--- config.mk ---
export PLATFORM = sky130hd
export DESIGN_NAME = copy_expander_flat
export DESIGN_NICKNAME = d
export VERILOG_FILES = /design/src/rtl/copy_expander_if.sv /design/src/rtl/copy_expander.sv /design/src/flat_wrapper.sv
export SDC_FILE = /design/constraint.sdc
export NUM_CORES = 1
export LEC_CHECK = 0
export BUFFER_PORTS_ARGS = -buffer_cell sky130_fd_sc_hd__buf_2
export CORE_MARGIN = 4
export CORE_UTILIZATION = 48
export CTS_BUF_LIST = sky130_fd_sc_hd__clkbuf_2
export CTS_CLUSTER_DIAMETER = 40
export DETAILED_ROUTE_END_ITERATION = 12
export HOLD_SLACK_MARGIN = 0.06
export PLACE_DENSITY = 0.78
export RECOVER_POWER = 50
export SYNTH_ARGS = -nofsm -noshare
export SYNTH_HDL_FRONTEND = slang
export SYNTH_SLANG_ARGS = --single-unit
--- constraint.sdc ---
create_clock -name clock -period 2.05 [get_ports clock]
set_input_delay 0.1025 -clock clock [delete_from_list [all_inputs] [get_ports clock]]
set_output_delay 0.1025 -clock clock [all_outputs]
set_load 0.005 [all_outputs]
--- src/rtl/copy_expander_if.sv ---
// Item stream, byte stream and history-buffer port of the copy expander.
// slave is the expander's view; master is the environment that feeds it and owns the buffer.
interface copy_expander_if #(
   parameter int HISTORY_SIZE = 4096
);
   localparam int ADDR_WIDTH = $clog2(HISTORY_SIZE);

   logic                  in_valid;
   logic                  in_ready;
   logic                  in_is_copy;
   logic [7:0]            in_literal;
   logic [ADDR_WIDTH-1:0] in_offset;
   logic [3:0]            in_len_code;

   logic                  out_valid;
   logic                  out_ready;
   logic [7:0]            out_data;

   logic                  hb_wr_en;
   logic [ADDR_WIDTH-1:0] hb_wr_addr;
   logic [7:0]            hb_data_in;
   logic [ADDR_WIDTH-1:0] hb_rd_addr;
   logic [7:0]            hb_data_out;

   modport slave (
      input  in_valid, in_is_copy, in_literal, in_offset, in_len_code,
      input  out_ready, hb_data_out,
      output in_ready, out_valid, out_data,
      output hb_wr_en, hb_wr_addr, hb_data_in, hb_rd_addr
   );

   modport master (
      output in_valid, in_is_copy, in_literal, in_offset, in_len_code,
      output out_ready, hb_data_out,
      input  in_ready, out_valid, out_data,
      input  hb_wr_en, hb_wr_addr, hb_data_in, hb_rd_addr
   );
endinterface

--- src/rtl/copy_expander.sv ---
// LZ-style copy expander: turns literal/copy items into a byte stream and
// mirrors every emitted byte into an external history buffer.
//
// state | meaning
// IDLE  | waiting for an item, in_ready high
// LIT   | presenting the captured literal byte
// COPY  | streaming bytes read back from the history buffer
module copy_expander #(
   parameter int HISTORY_SIZE = 4096
) (
   input  logic           clock,
   input  logic           reset,
   copy_expander_if.slave bus,
   output logic           busy
);
   localparam int HISTORY_ADDR_WIDTH = $clog2(HISTORY_SIZE);
   localparam logic [HISTORY_ADDR_WIDTH-1:0] PTR_ONE = 1;

   typedef enum logic [1:0] {
      IDLE = 2'd0,
      LIT  = 2'd1,
      COPY = 2'd2
   } state_t;

   state_t                        state;
   state_t                        state_next;
   logic [HISTORY_ADDR_WIDTH-1:0] wp;
   logic [HISTORY_ADDR_WIDTH-1:0] rd_ptr;
   logic [4:0]                    remaining;
   logic [7:0]                    lit_reg;
   logic                          accept;
   logic                          xfer;

   assign accept = bus.in_valid && (state == IDLE);
   assign xfer   = (state != IDLE) && bus.out_ready;

   always_ff @(posedge clock or posedge reset) begin
      if (reset) begin
         state <= IDLE;
      end else begin
         state <= state_next;
      end
   end

   always_comb begin
      state_next = state;
      case (state)
         IDLE: begin
            if (bus.in_valid) begin
               state_next = bus.in_is_copy ? COPY : LIT;
            end
         end
         LIT: begin
            if (bus.out_ready) begin
               state_next = IDLE;
            end
         end
         COPY: begin
            if (bus.out_ready && (remaining == 5'd1)) begin
               state_next = IDLE;
            end
         end
         default: state_next = IDLE;
      endcase
   end

   // Every emitted byte is also written back so later copies (including
   // overlapping ones) can read it one cycle later.
   always_comb begin
      bus.in_ready   = (state == IDLE);
      bus.out_valid  = (state != IDLE);
      bus.out_data   = (state == COPY) ? bus.hb_data_out : lit_reg;
      bus.hb_rd_addr = rd_ptr;
      bus.hb_wr_en   = xfer;
      bus.hb_wr_addr = wp;
      bus.hb_data_in = bus.out_data;
      busy           = (state != IDLE);
   end

   always_ff @(posedge clock or posedge reset) begin
      if (reset) begin
         wp        <= '0;
         rd_ptr    <= '0;
         remaining <= '0;
         lit_reg   <= '0;
      end else begin
         if (accept && bus.in_is_copy) begin
            // offset 0 wraps to a full-buffer distance, i.e. rd_ptr = wp
            rd_ptr    <= wp - bus.in_offset;
            remaining <= {1'b0, bus.in_len_code} + 5'd3;
         end
         if (accept && !bus.in_is_copy) begin
            lit_reg <= bus.in_literal;
         end
         if (xfer) begin
            wp <= wp + PTR_ONE;
         end
         if (xfer && (state == COPY)) begin
            rd_ptr    <= rd_ptr + PTR_ONE;
            remaining <= remaining - 5'd1;
         end
      end
   end
endmodule

--- src/flat_wrapper.sv ---
// flat-port wrapper written by rule: the top's interface ports become plain ports
module copy_expander_flat 
#(
   parameter int HISTORY_SIZE = 4096
)
  (clock, reset, busy, bus_in_valid, bus_in_is_copy, bus_in_literal, bus_in_offset, bus_in_len_code, bus_out_ready, bus_hb_data_out, bus_in_ready, bus_out_valid, bus_out_data, bus_hb_wr_en, bus_hb_wr_addr, bus_hb_data_in, bus_hb_rd_addr);
  copy_expander_if #(.HISTORY_SIZE(HISTORY_SIZE)) bus_i ();
  input  logic clock;
  input  logic reset;
  output logic busy;
  input wire logic [$bits(bus_i.in_valid)-1:0] bus_in_valid;
  input wire logic [$bits(bus_i.in_is_copy)-1:0] bus_in_is_copy;
  input wire logic [$bits(bus_i.in_literal)-1:0] bus_in_literal;
  input wire logic [$bits(bus_i.in_offset)-1:0] bus_in_offset;
  input wire logic [$bits(bus_i.in_len_code)-1:0] bus_in_len_code;
  input wire logic [$bits(bus_i.out_ready)-1:0] bus_out_ready;
  input wire logic [$bits(bus_i.hb_data_out)-1:0] bus_hb_data_out;
  output wire logic [$bits(bus_i.in_ready)-1:0] bus_in_ready;
  output wire logic [$bits(bus_i.out_valid)-1:0] bus_out_valid;
  output wire logic [$bits(bus_i.out_data)-1:0] bus_out_data;
  output wire logic [$bits(bus_i.hb_wr_en)-1:0] bus_hb_wr_en;
  output wire logic [$bits(bus_i.hb_wr_addr)-1:0] bus_hb_wr_addr;
  output wire logic [$bits(bus_i.hb_data_in)-1:0] bus_hb_data_in;
  output wire logic [$bits(bus_i.hb_rd_addr)-1:0] bus_hb_rd_addr;
  assign bus_i.in_valid = bus_in_valid;
  assign bus_i.in_is_copy = bus_in_is_copy;
  assign bus_i.in_literal = bus_in_literal;
  assign bus_i.in_offset = bus_in_offset;
  assign bus_i.in_len_code = bus_in_len_code;
  assign bus_i.out_ready = bus_out_ready;
  assign bus_i.hb_data_out = bus_hb_data_out;
  assign bus_in_ready = bus_i.in_ready;
  assign bus_out_valid = bus_i.out_valid;
  assign bus_out_data = bus_i.out_data;
  assign bus_hb_wr_en = bus_i.hb_wr_en;
  assign bus_hb_wr_addr = bus_i.hb_wr_addr;
  assign bus_hb_data_in = bus_i.hb_data_in;
  assign bus_hb_rd_addr = bus_i.hb_rd_addr;
  copy_expander #(.HISTORY_SIZE(HISTORY_SIZE)) u_core (.clock(clock), .reset(reset), .bus(bus_i), .busy(busy));
endmodule
# Word level (Yosys, flattened, before mapping)
# Cells that the tools add are included.
totals:
  register_bits: 39
  input_bits: 37
  out_inout_bits: 44
  elab_cells: 37
classes:
  addsub: 5
  eq_ne: 6
  muxes: 10
  reduce_logical: 11
ops:
  columns: ["cell", "n"]
  rows:
  - ["12-bit by 1-bit adder with 12-bit output (second input constant)", 2]
  - ["12-bit 2-to-1 mux", 2]
  - ["12-bit subtractor", 1]
  - ["5-bit 2-to-1 mux", 2]
  - ["2-bit 2-to-1 mux", 4]
  - ["8-bit 2-to-1 mux", 1]
  - ["1-bit logical AND", 6]
  - ["2-bit one-hot mux with 3 select lines", 1]
  - ["4-bit by 2-bit adder with 5-bit output (second input constant)", 1]
  - ["5-bit by 1-bit == test with 1-bit output (second input constant)", 1]
  - ["5-bit by 1-bit subtractor with 5-bit output (second input constant)", 1]
  - ["2-bit inequality test (second input constant)", 2]
  - ["2-bit nonzero test", 2]
  - ["3-bit AND reduction", 1]
  - ["2-bit by 1-bit == test with 1-bit output (second input constant)", 1]
  - ["2-bit == test (second input constant)", 1]
  - ["2-bit zero test", 1]
  - ["2-bit by 1-bit inequality test with 1-bit output (second input constant)", 1]
  - ["1-bit zero test", 1]

# Logic depth before layout (Yosys ltp)
# Gate-level depths: netlist of run 1.
logic_depth:
  word_depth: 5
  mapped_depth: 9
  mapped_depth_nobuf: 9

# Worst setup path before layout of run 1
# Ideal clock, no wire load.
synth_timing:
  path_kind: "register to register"
  startpoint: "register u_core.wp[0], in the netlist u_core.bus.hb_wr_addr[0]"
  endpoint: "register u_core.rd_ptr[10], in the netlist u_core.bus.hb_rd_addr[10]"
  t_arrival_ns: 1.979
  required_time_ns: 1.927
  setup_slack_ns: -0.052
  stages_incl_launch_ff: 10
  path_buffers: 0
  path_cell_list: "dfrtp_1 -> inv_1 -> ha_1 -> inv_1 -> fa_1 -> a21oi_2 -> o21ai_2 -> a2111oi_4 -> mux2i_1 -> nor3_1"
synth_between:
  elab_chain_len: 3
synth_rtl:
  columns: ["item", "line", "rtl"]
  rows:
  - ["start: declaration", "copy_expander.sv:27", "logic [HISTORY_ADDR_WIDTH-1:0] wp;"]
  - ["start signal: assignment", "copy_expander.sv:96", "wp <= wp + PTR_ONE;"]
  - ["12-bit subtractor", "copy_expander.sv:89", "rd_ptr <= wp - bus.in_offset;"]
  - ["12-bit 2-to-1 mux", "copy_expander.sv:87", "if (accept && bus.in_is_copy) begin"]
  - ["12-bit 2-to-1 mux", "copy_expander.sv:98", "if (xfer && (state == COPY)) begin"]
  - ["end signal: assignment", "copy_expander.sv:89", null]
  - ["end signal: assignment", "copy_expander.sv:99", "rd_ptr <= rd_ptr + PTR_ONE;"]
  - ["end: declaration", "copy_expander.sv:28", "logic [HISTORY_ADDR_WIDTH-1:0] rd_ptr;"]
# Every way passes these cells. The select of a mux whose other input is x is not followed.
# A chain may end at the register's enable or synchronous reset.

# Worst setup path after layout of run 1
# Ends and elaborated chain as after synthesis.

==> impl_metrics.json, run 1 <==
{
  "startpoint": "u_core.bus.hb_wr_addr[0]$_DFFE_PP0P_",
  "clockRootBuffer": "clkbuf_2",
  "grt_max_degree": 40,
  "maxCapViolCount": 0,
  "layout.nets": 435,
  "port_buffers": 80,
  "arrival_ns": 2.34,
  "sw_frac_of_total_pct": 41.3,
  "synth_edf_count": 0,
  "synth.most_common_cell": "dfrtp_1",
  "clock_path_buffers": 2,
  "syn_nets": 339,
  "worstSetupEndpointType": "flop",
  "path_max_fanout": 2,
  "finalCritPeriodShare_pct": 99.8,
  "clkTransAtPathRegs_ns": 0.20,
  "tritoncts": "built",
  "fin_util_pct": 61.5,
  "hpwlAfterDp_um": 5000,
  "synth.cell_area_mm2": 0.00269,
  "pin_count": 81,
  "grtUsageTotal_pct": 19.4,
  "reg2regPathDepth": 9,
  "h-tree-depth": 2,
  "drt-initial-drc-count": 176,
  "setup_violations": 0,
  "yosys.area.top_type": "dfrtp_1",
  "avgSynthCellArea_um2": 9.45,
  "crit_required_ns": 2.34,
  "max-vdd-ir-drop_mv": 0.805,
  "yosysWarnings": 0,
  "hold_violations": 0,
  "combPwrFrac_pct": 56.2,
  "clock_sinks": 39,
  "diodes": 0,
  "finalPower_uw": 4250,
  "start_util_pct": 49.2,
  "power.share.clock_pct": 10.7,
  "clock_skew_ns": 0.0183,
  "rsz0062_at_grt": "yes",
  "fin_cells": 454,
  "worstSetupPathType": "reg2reg",
  "place.gp.congestion": 0.817,
  "clk_latency_ns": 0.38,
  "dieArea_mm2": 0.00687,
  "period_minus_slack_ns": 2.05,
  "antenna_found_initial": 0,
  "outcome": "completed",
  "num_vias": 2474,
  "rr_startpoint": "u_core.bus.hb_wr_addr[0]$_DFFE_PP0P_",
  "ys_seq_area_share_pct": 36.2,
  "pre_cts_ws_ns": -0.0720,
  "fin_tns_setup_ns": 0,
  "first_pass_iters": 4,
  "whs_path_depth": 3,
  "async_flop_share_pct": 100,
  "placed_cells_incl_taps": 434,
  "die_h_um": 82.9,
  "core-area_mm2": 0.00547,
  "post-route-worst-setup-slack_ns": 0.00419,
  "area_delta_synth_final_pct": 25.0,
  "start_kind": "flop",
  "drc_errors": 0,
  "vias_per_cell": 5.45,
  "slew_headroom_pct": 36.6,
  "yosys_register_bits": 39,
  "switchingPower_uw": 1760,
  "worstHoldStart": "bus_out_ready",
  "wl_per_cell_um": 14.3,
  "slew_viol_final": 0,
  "synth_cell_types": 53,
  "synth_cells": 285,
  "max_freq_ghz": 0.489,
  "drive_gt1_share_pct": 34.0,
  "fill_cells": 507,
  "synth_top_area_share_pct": 36.2,
  "grt_pass1_wl_um": 11200,
  "ant_nets": 0,
  "power.share.sequential_pct": 33.1,
  "hold_path.class": "in2reg",
  "grt_pass1_vias": 2495,
  "intPower_uw": 2490,
  "powerDensity_mw_per_mm2": 1260,
  "synthFlopType": "dfrtp_1",
  "worst_pin_slew_ns": 0.951,
  "yosys-top-cells-count": "dfrtp_1, nand2_1, inv_1, mux2_2, a21oi_1",
  "gr-total-overflow": 0,
  "p_leak_uw": 0.00158,
  "multi_input_area_mm2": 0.00157,
  "std_cell_rows": 27,
  "cts_buffers": 5,
  "die_w_um": 82.9,
  "finalWirelength_um": 6480,
  "seq_area_um2": 976,
  "yosys-top-cells-area": "dfrtp_1, mux2_2, ha_1"
}
stage by stage:
stage / area (um2) / hold slack [ns]
2_1_floorplan: 2700 / 0.254
3_3_place_gp: 3180 / 0.250
3_5_place_dp: 3180 / 0.247
4_1_cts: 3360 / 0.0623
5_1_grt: 3370 / 0.0715
6_report: 3370 / 0.0771
cells in the final DEF (no fill, tap or decap), drive strengths merged, types with 2 or more instances in the layout:
| master | count |
|---|---|
| nor2b | 4 |
| clkbuf | 17 |
| xnor2 | 13 |
| inv | 19 |
| clkinv | 2 |
| and3 | 4 |
| mux2 | 19 |
| dfrtp | 39 |
| or3 | 3 |
| o21ai | 11 |
| o41ai | 2 |
| mux2i | 2 |
| nand4 | 8 |
| nor3 | 5 |
| o32ai | 2 |
| a21o | 3 |
| nand3 | 12 |
| ha | 16 |
| a21oi | 20 |
| buf | 84 |
| o22ai | 4 |
| nor2 | 17 |
| o31ai | 2 |
| nand2 | 24 |
| a31o | 2 |
| a31oi | 4 |
| o211ai | 3 |
| a221oi | 2 |
| xor2 | 8 |
| nand3b | 2 |
| dlygate4sd3 | 10 |
cell families after synthesis:
kind of cell               count (synthesis)  share of synthesized area, %
AOI/OAI and AO/OA                         65                          16.7
DFF                                       39                          36.2
and+or+nand+nor                           86                          16.7
adders and majority gates                 17                          8.18
buffers and inverters                     36                          6.60
xor gates and xnor gates                  21                          6.83
muxes                                     21                          8.69
routing by layer:
layer,up-vias,part of all wire (%),global-route usage [%],wire (um)
li1,1215,-,-,-
met1,1172,42,23.7,2700
met2,75,52,34.1,3340
met3,12,5.1,3.97,333
met4,0,1.7,5.94,113
met5,-,0,0,0
path summary, 6_finish.rpt:
check / endpoint / slack [ns]
max: u_core.bus.hb_rd_addr[10]$_DFFE_PP0P_ / 0.004
min: u_core.state[0]$_DFFE_PP0P_ / 0.08
max reg2reg: u_core.bus.hb_rd_addr[10]$_DFFE_PP0P_ / 0.004
min reg2reg: u_core.remaining[3]$_DFFE_PP0P_ / 0.52
max in group asynchronous: u_core.bus.hb_wr_addr[5]$_DFFE_PP0P_ / 0.95
min in group asynchronous: u_core.bus.hb_rd_addr[8]$_DFFE_PP0P_ / 0.52
final cells by class:
cell class                      instances  share of cell area [%]
Inverter                               19                    2.12
Tap cell                               72                    2.68
Sequential cell                        39                    29.0
Timing Repair Buffer                  106                    17.8
Clock inverter                          3                    1.15
Clock buffer                            5                   0.743
Multi-Input combinational cell        210                    46.5
critical path: stages (launching register included):
cell and delay (ns):
dfrtp_1 0.44, inv_2 0.09, ha_4 0.14, inv_2 0.04, fa_2 0.37, a21oi_2 0.19, o21ai_2 0.09, a2111oi_4 0.31
mux2i_1 0.22, nor3_1 0.07
power groups by stage:
| stage | registers, uW | clock network (uW) | logic [uW] |
|---|---|---|---|
| CTS | 1400 | 468 | 2380 |
| global route | 1460 | 503 | 2680 |
| floorplan | 1390 | 0 | 1610 |
| detailed placement | 1420 | 0 | 2340 |
| global placement | 1390 | 0 | 2270 |
| finish | 1410 | 455 | 2390 |
repair_timing:
item                       CTS  global route
pin swaps                    3             4
hold buffers                10             0
buffers inserted             1             1
hold endpoints to repair    48             0
setup endpoints to repair    2            17
gates resized for setup      0             6
Note: power is estimated with default switching activity, not from simulation.
==> run 2, diff against run 1 <==
--- a/config.mk
+++ b/config.mk
@@ -5,9 +5,10 @@
 export SDC_FILE = /design/constraint.sdc
 export NUM_CORES = 1
 export LEC_CHECK = 0
+export ABC_AREA = 1
 export BUFFER_PORTS_ARGS = -buffer_cell sky130_fd_sc_hd__buf_2
 export CORE_MARGIN = 4
-export CORE_UTILIZATION = 48
+export CORE_UTILIZATION = 49
 export CTS_BUF_LIST = sky130_fd_sc_hd__clkbuf_2
 export CTS_CLUSTER_DIAMETER = 40
 export DETAILED_ROUTE_END_ITERATION = 12
==> run 2 against run 1 <==
- design area is 5.8% higher
- sequential power about the same
- non-clock buffer count shrank 6
- clock skew up 0.00078 ns
- sequential share of layout area decreased by 1.6 points
- clock power down 23%
- utilization is 1.0 points lower
- via count is 14% higher
- flip-flop and latch count stayed put
- synthesized area up 9.8%
- synthesized cell count increased by 42%
- critical endpoint is now bus_hb_data_in[6]
==> impl_metrics.json, run 2 <==
{
  "synthFlopType": "dfrtp_1",
  "start_kind": "flop",
  "worstSetupEndpointType": "output pin",
  "max_stage_delay_ns": 0.46,
  "worstHoldStart": "bus_in_offset[11]",
  "rrSetupSlack_ns": 0.30,
  "port_buffers": 80,
  "min_to": "u_core.bus.hb_rd_addr[11]$_DFFE_PP0P_",
  "diodes": 0,
  "period_minus_slack_ns": 1.78,
  "slew_viol_final": 0,
  "die_h_um": 85.7,
  "p_leak_uw": 0.00201,
  "yosys.area.top_type": "dfrtp_1",
  "start_util_pct": 50.2,
  "rr_endpoint": "u_core.bus.hb_rd_addr[9]$_DFFE_PP0P_",
  "seq_area_um2": 976,
  "whs_ns": 0.0824,
  "synth_top_area_share_pct": 33.0,
  "finalCritPeriodShare_pct": 86.9,
  "pin_count": 81,
  "synth_edf_count": 0,
  "fin_cells": 574,
  "clkTransAtPathRegs_ns": 0.22,
  "ys_seq_area_share_pct": 33.0,
  "slowest_stage": "dfrtp_1",
  "ant_nets": 0,
  "reg2regPathDepth": 7,
  "max-vdd-ir-drop_mv": 0.700,
  "wl_per_cell_um": 11.9,
  "yosys_register_bits": 39,
  "crit_family": "buffers and inverters",
  "finalWirelength_um": 6850,
  "fill_cells": 580,
  "hpwlAfterDp_um": 5310,
  "multi_input_area_mm2": 0.00165,
  "yosys-top-cells-area": "dfrtp_1, nand2_1, inv_1",
  "async_flop_share_pct": 100,
  "powerDensity_mw_per_mm2": 1180,
  "yosys-top-cells-count": "nand2_1, inv_1, dfrtp_1, nand3_1, nor2_1",
  "fin_util_pct": 60.5,
  "grt_pass1_wl_um": 11800,
  "worstSetupPathType": "reg2out",
  "placed_cells_incl_taps": 550,
  "placed_area_mm2": 0.00337,
  "arrival_ns": 1.68,
  "clock_skew_ns": 0.0191,
  "place.gp.congestion": 0.894,
  "vias_per_cell": 4.93,
  "drive_gt1_share_pct": 22.0,
  "layout.nets": 552,
  "hold_violations": 0,
  "hold_path.class": "in2reg",
  "syn_nets": 460,
  "cts_buffers": 5,
  "clk_latency_ns": 0.40,
  "core-area_mm2": 0.00589,
  "clock_path_buffers": 2,
  "outcome": "completed",
  "slew_headroom_pct": 34.8,
  "gr-total-overflow": 0,
  "num_vias": 2828,
  "setup_violations": 0,
  "tritoncts": "built",
  "whs_path_depth": 6,
  "die_w_um": 85.7,
  "fin_tns_setup_ns": 0,
  "synth.most_common_cell": "nand2_1",
  "grt_pass1_vias": 2739,
  "clock_sinks": 39,
  "antenna_found_initial": 0,
  "crit_chain": "inv_1, nor2_2, buf_4, inv_1, nand2_1, nand2_1, buf_2",
  "rsz0062_at_grt": "no",
  "avgSynthCellArea_um2": 7.28,
  "first_pass_iters": 4,
  "path_max_fanout": 10,
  "layout_commonest_cell": "nand2_1",
  "synth_cells": 406,
  "drc_errors": 0,
  "crit_required_ns": 1.95,
  "synth_cell_types": 37,
  "grt_max_degree": 40,
  "max_freq_ghz": 0.562,
  "clockRootBuffer": "clkbuf_2",
  "area_delta_synth_final_pct": 20.5,
  "worst_pin_slew_ns": 0.978,
  "grtUsageTotal_pct": 19.7,
  "std_cell_rows": 28,
  "dieArea_mm2": 0.00734,
  "maxCapViolCount": 0,
  "layout_common_cells": "nand2_1, buf_2, inv_1",
  "postLayoutCellArea_mm2": 0.00356,
  "rr_startpoint": "u_core.bus.hb_wr_addr[7]$_DFFE_PP0P_",
  "h-tree-depth": 2,
  "drt-initial-drc-count": 134,
  "yosysWarnings": 0,
  "crit_buf_inv": 4,
  "synth.cell_area_mm2": 0.00296
}
run 2: cell count changes in the layout (fill, tap and decap cells not counted), sizes merged, moves of 4 or more:
cell	previous run	this run
and3	4	0
buf	84	79
nand2	24	130
dlygate4sd3	10	15
mux2	19	9
nand3	12	30
o21ai	11	15
nor2	17	33
inv	19	59
nor2b	4	0
clkbuf	17	11
a21oi	20	14
run 2: per-stage QoR:
stage / setup WS, ns / total power, uW
after global placement: 0.279 / 3750
after detailed placement: 0.204 / 3830
after CTS: 0.183 / 4210
final: 0.269 / 4190
after global routing: 0.0447 / 4630
after floorplan: 0.332 / 3150
run 2: how the worst max path moves through the flow:
stage	from	end	slack [ns]	depth (start not counted)
floorplan	u_core.bus.hb_wr_addr[0]$_DFFE_PP0P_	u_core.bus.hb_rd_addr[8]$_DFFE_PP0P_	0.33	12
global placement	u_core.bus.hb_wr_addr[0]$_DFFE_PP0P_	u_core.bus.hb_rd_addr[8]$_DFFE_PP0P_	0.28	12
detailed placement	u_core.bus.hb_wr_addr[0]$_DFFE_PP0P_	u_core.bus.hb_rd_addr[8]$_DFFE_PP0P_	0.20	12
CTS	u_core.bus.hb_wr_addr[0]$_DFFE_PP0P_	u_core.bus.hb_rd_addr[8]$_DFFE_PP0P_	0.18	12
global route	u_core.bus.hb_wr_addr[0]$_DFFE_PP0P_	u_core.bus.hb_rd_addr[8]$_DFFE_PP0P_	0.04	13
finish	u_core.state[1]$_DFFE_PP0P_	bus_hb_data_in[6]	0.27	7
run 2: metal layers:
metal / share of wire [%] / global-route usage, %
met1: 46 / 25.4
met4: 1.5 / 5.76
met3: 5.0 / 4.13
met2: 48 / 33.3
met5: 0 / 0
run 2: power breakdown:
group          leakage [uW]  total, uW  switching [uW]  internal [uW]
clock network     0.0000266        352             270           82.1
logic               0.00151       2400            1360           1040
registers          0.000477       1440             350           1090
run 2: timing repair:
item,in CTS,in global routing
setup endpoints to repair,0,1
endpoints found under the hold margin,51,1
setup buffers,0,1
resized for setup,0,1
hold buffers,14,1
run 2: cells by family (layout without fill, tap and decap cells):
kind of cell / count (synthesis) / in the layout / synth area share, %
buffers and inverters: 74 / 167 / 11.0
flip-flops: 39 / 39 / 33.0
XOR/XNOR: 21 / 21 / 6.22
adder cells (fa/ha/maj): 17 / 17 / 7.45
multiplexers: 10 / 10 / 3.77
AO/OA/AOI/OAI: 38 / 38 / 7.24
AND/OR/NAND/NOR: 207 / 207 / 31.2
run 2: worst register-to-register path: cells and delay by family, from the launching register on:
family	cells	cell delay [ns]
adder cells (fa/ha/maj)	1	0.40
AND/OR/NAND/NOR	5	0.65
flip-flops	1	0.50
AO/OA/AOI/OAI	1	0.13
run 2: area by class of cell:
class                      instances  area share, %
clock buffer                       5          0.703
clock inverter                     3          0.562
inverter                          59           6.22
multi-input combinational        293           46.3
sequential                        39           27.4
tap                               75           2.64
timing repair buffer             100           16.2
==> run 3, diff against run 2 <==
--- a/config.mk
+++ b/config.mk
@@ -7,7 +7,7 @@
 export LEC_CHECK = 0
 export ABC_AREA = 1
 export BUFFER_PORTS_ARGS = -buffer_cell sky130_fd_sc_hd__buf_2
-export CORE_MARGIN = 4
+export CORE_MARGIN = 3
 export CORE_UTILIZATION = 49
 export CTS_BUF_LIST = sky130_fd_sc_hd__clkbuf_2
 export CTS_CLUSTER_DIAMETER = 40
==> run 3 against run 2 <==
- die area shrank 4.6%
- wire length grew 0.12%
- sequential power hardly changed
- worst hold slack improved by 0.024 ns
- worst setup slack worse by 0.018 ns
- via count decreased by 0.21%
- cell count shrank 0.87%
- combinational power is essentially flat
- total power is 0.17% lower
- critical path depth increased by 5
- global-route usage up 0.56 points
- design area fell by 0.74%
- largest cell class unchanged
==> impl_metrics.json, run 3 (synthesis results as in run 2) <==
{
  "grt_pass1_vias": 2721,
  "layout_common_cells": "nand2_1, buf_2, inv_1",
  "dieArea_mm2": 0.00700,
  "clock_skew_ns": 0.0126,
  "setup_violations": 0,
  "use_met3_pct": 3.46,
  "busiest_layer": "met2",
  "grtUsageMet1_pct": 26.5,
  "hold_violations": 0,
  "finalWirelength_um": 6860,
  "period_minus_slack_ns": 1.80,
  "start_util_pct": 52.1,
  "drt-initial-drc-count": 131,
  "gr-total-overflow": 0,
  "grtUsageTotal_pct": 20.3,
  "p_leak_uw": 0.00202,
  "num_vias": 2822,
  "pin_count": 81,
  "rr_endpoint": "u_core.bus.hb_rd_addr[8]$_DFFE_PP0P_",
  "core-area_mm2": 0.00568,
  "arrival_ns": 2.09,
  "clkTransAtPathRegs_ns": 0.19,
  "place.gp.congestion": 0.887,
  "worstSetupPathType": "reg2reg",
  "die_w_um": 83.7,
  "layout_commonest_cell": "nand2_1",
  "grt_max_degree": 40,
  "finalPower_uw": 4180,
  "path_max_fanout": 4,
  "max_freq_ghz": 0.556,
  "layout.nets": 550,
  "hold_path.class": "in2reg",
  "clock_sinks": 39,
  "port_buffers": 80,
  "antenna_found_initial": 0,
  "die_h_um": 83.7,
  "cts_buffers": 5,
  "diodes": 0,
  "maxCapViolCount": 0,
  "fin_tns_setup_ns": 0,
  "slew_headroom_pct": 34.1,
  "finalCritPeriodShare_pct": 87.7,
  "clockRootBuffer": "clkbuf_2",
  "drc_errors": 0,
  "max-vdd-ir-drop_mv": 0.697,
  "worstSetupEndpointType": "flop",
  "grt_pass1_wl_um": 11900,
  "rrSetupSlack_ns": 0.25,
  "worstHoldStart": "bus_in_offset[11]",
  "h-tree-depth": 2,
  "first_pass_iters": 4,
  "rr_startpoint": "u_core.bus.hb_wr_addr[0]$_DFFE_PP0P_",
  "clock_path_buffers": 2,
  "outcome": "completed",
  "wl_per_cell_um": 12.1,
  "hpwlAfterDp_um": 5230,
  "clk_latency_ns": 0.38,
  "whs_ns": 0.106,
  "vias_per_cell": 4.96,
  "slew_viol_final": 0,
  "worst_pin_slew_ns": 0.988,
  "min_to": "u_core.bus.hb_rd_addr[11]$_DFFE_PP0P_",
  "rsz0062_at_grt": "no",
  "start_kind": "flop",
  "powerDensity_mw_per_mm2": 1180,
  "ant_nets": 0,
  "area_delta_synth_final_pct": 19.6,
  "met2_usage_pct": 34.7,
  "crit_required_ns": 2.35,
  "tritoncts": "built",
  "drive_gt1_share_pct": 22.7,
  "reg2regPathDepth": 12,
  "whs_path_depth": 6,
  "std_cell_rows": 27
}
==> run 3: cell types whose count changed in the layout (fill, tap and decap cells not counted) <==
cell,change
dlygate4sd3_1,-2
clkinv_1,-1
buf_2,+2
clkinv_2,+1
buf_1,-2
clkbuf_2,+2
clkinv_4,-1
clkinvlp_4,-1
==> run 3: layer usage <==
layer	routed length, um	vias to the layer above
li1	-	1462
met1	3250	1285
met2	3210	64
met3	293	11
met4	101	0
met5	0	-
==> run 3: worst max-delay path: stages (launching register included) <==
cell      delay [ns]
dfrtp_1         0.45
inv_1           0.09
ha_1            0.14
inv_1           0.07
fa_2            0.38
nand2_1         0.07
nand3_1         0.09
nand3_1         0.10
nand3b_1        0.08
nand3_1         0.09
nand2_1         0.05
nand2_1         0.05
nand2_1         0.05
==> run 3: cell type report <==
cell class / instances / area, um2
inverters: 59 / 221
multi-input cells: 293 / 1650
fillers: 525 / 2140
clock buffers: 7 / 35.0
repair buffers: 98 / 559
well taps: 72 / 90.1
clock inverters: 1 / 5.00
flip-flops and latches: 39 / 976
==> run 3: worst max-delay path by stage <==
stage,cells after the start,startpoint,to
after floorplan,12,u_core.bus.hb_wr_addr[0]$_DFFE_PP0P_,u_core.bus.hb_rd_addr[8]$_DFFE_PP0P_
after global placement,12,u_core.bus.hb_wr_addr[0]$_DFFE_PP0P_,u_core.bus.hb_rd_addr[8]$_DFFE_PP0P_
after detailed placement,12,u_core.bus.hb_wr_addr[0]$_DFFE_PP0P_,u_core.bus.hb_rd_addr[8]$_DFFE_PP0P_
after CTS,12,u_core.bus.hb_wr_addr[0]$_DFFE_PP0P_,u_core.bus.hb_rd_addr[8]$_DFFE_PP0P_
after global routing,8,u_core.bus.hb_wr_addr[2]$_DFFE_PP0P_,u_core.bus.hb_rd_addr[5]$_DFFE_PP0P_
final,12,u_core.bus.hb_wr_addr[0]$_DFFE_PP0P_,u_core.bus.hb_rd_addr[8]$_DFFE_PP0P_
==> run 3: where the power goes <==
| group | internal (uW) | leakage (uW) | switching, uW |
|---|---|---|---|
| combinational | 1050 | 0.00151 | 1360 |
| clock | 93.3 | 0.0000330 | 250 |
| sequential | 1090 | 0.000477 | 349 |
==> run 3: stage by stage <==
| step | area, um2 | instances | utilization (%) | setup WS (ns) |
|---|---|---|---|---|
| 2_1_floorplan | 2960 | 406 | - | 0.332 |
| 3_3_place_gp | 3370 | 547 | 59.4 | 0.276 |
| 3_5_place_dp | 3370 | 547 | 59.4 | 0.210 |
| 4_1_cts | 3540 | 568 | 62.4 | 0.181 |
| 5_1_grt | 3530 | 569 | 62.3 | 0.0267 |
| 6_report | 3530 | 569 | 62.3 | 0.251 |
==> run 3: timing repair <==
action	CTS	global route
gates resized for setup	0	1
endpoints found under the hold margin	50	0
endpoints found under the setup margin	0	1
setup buffers	0	1
hold buffers	13	0
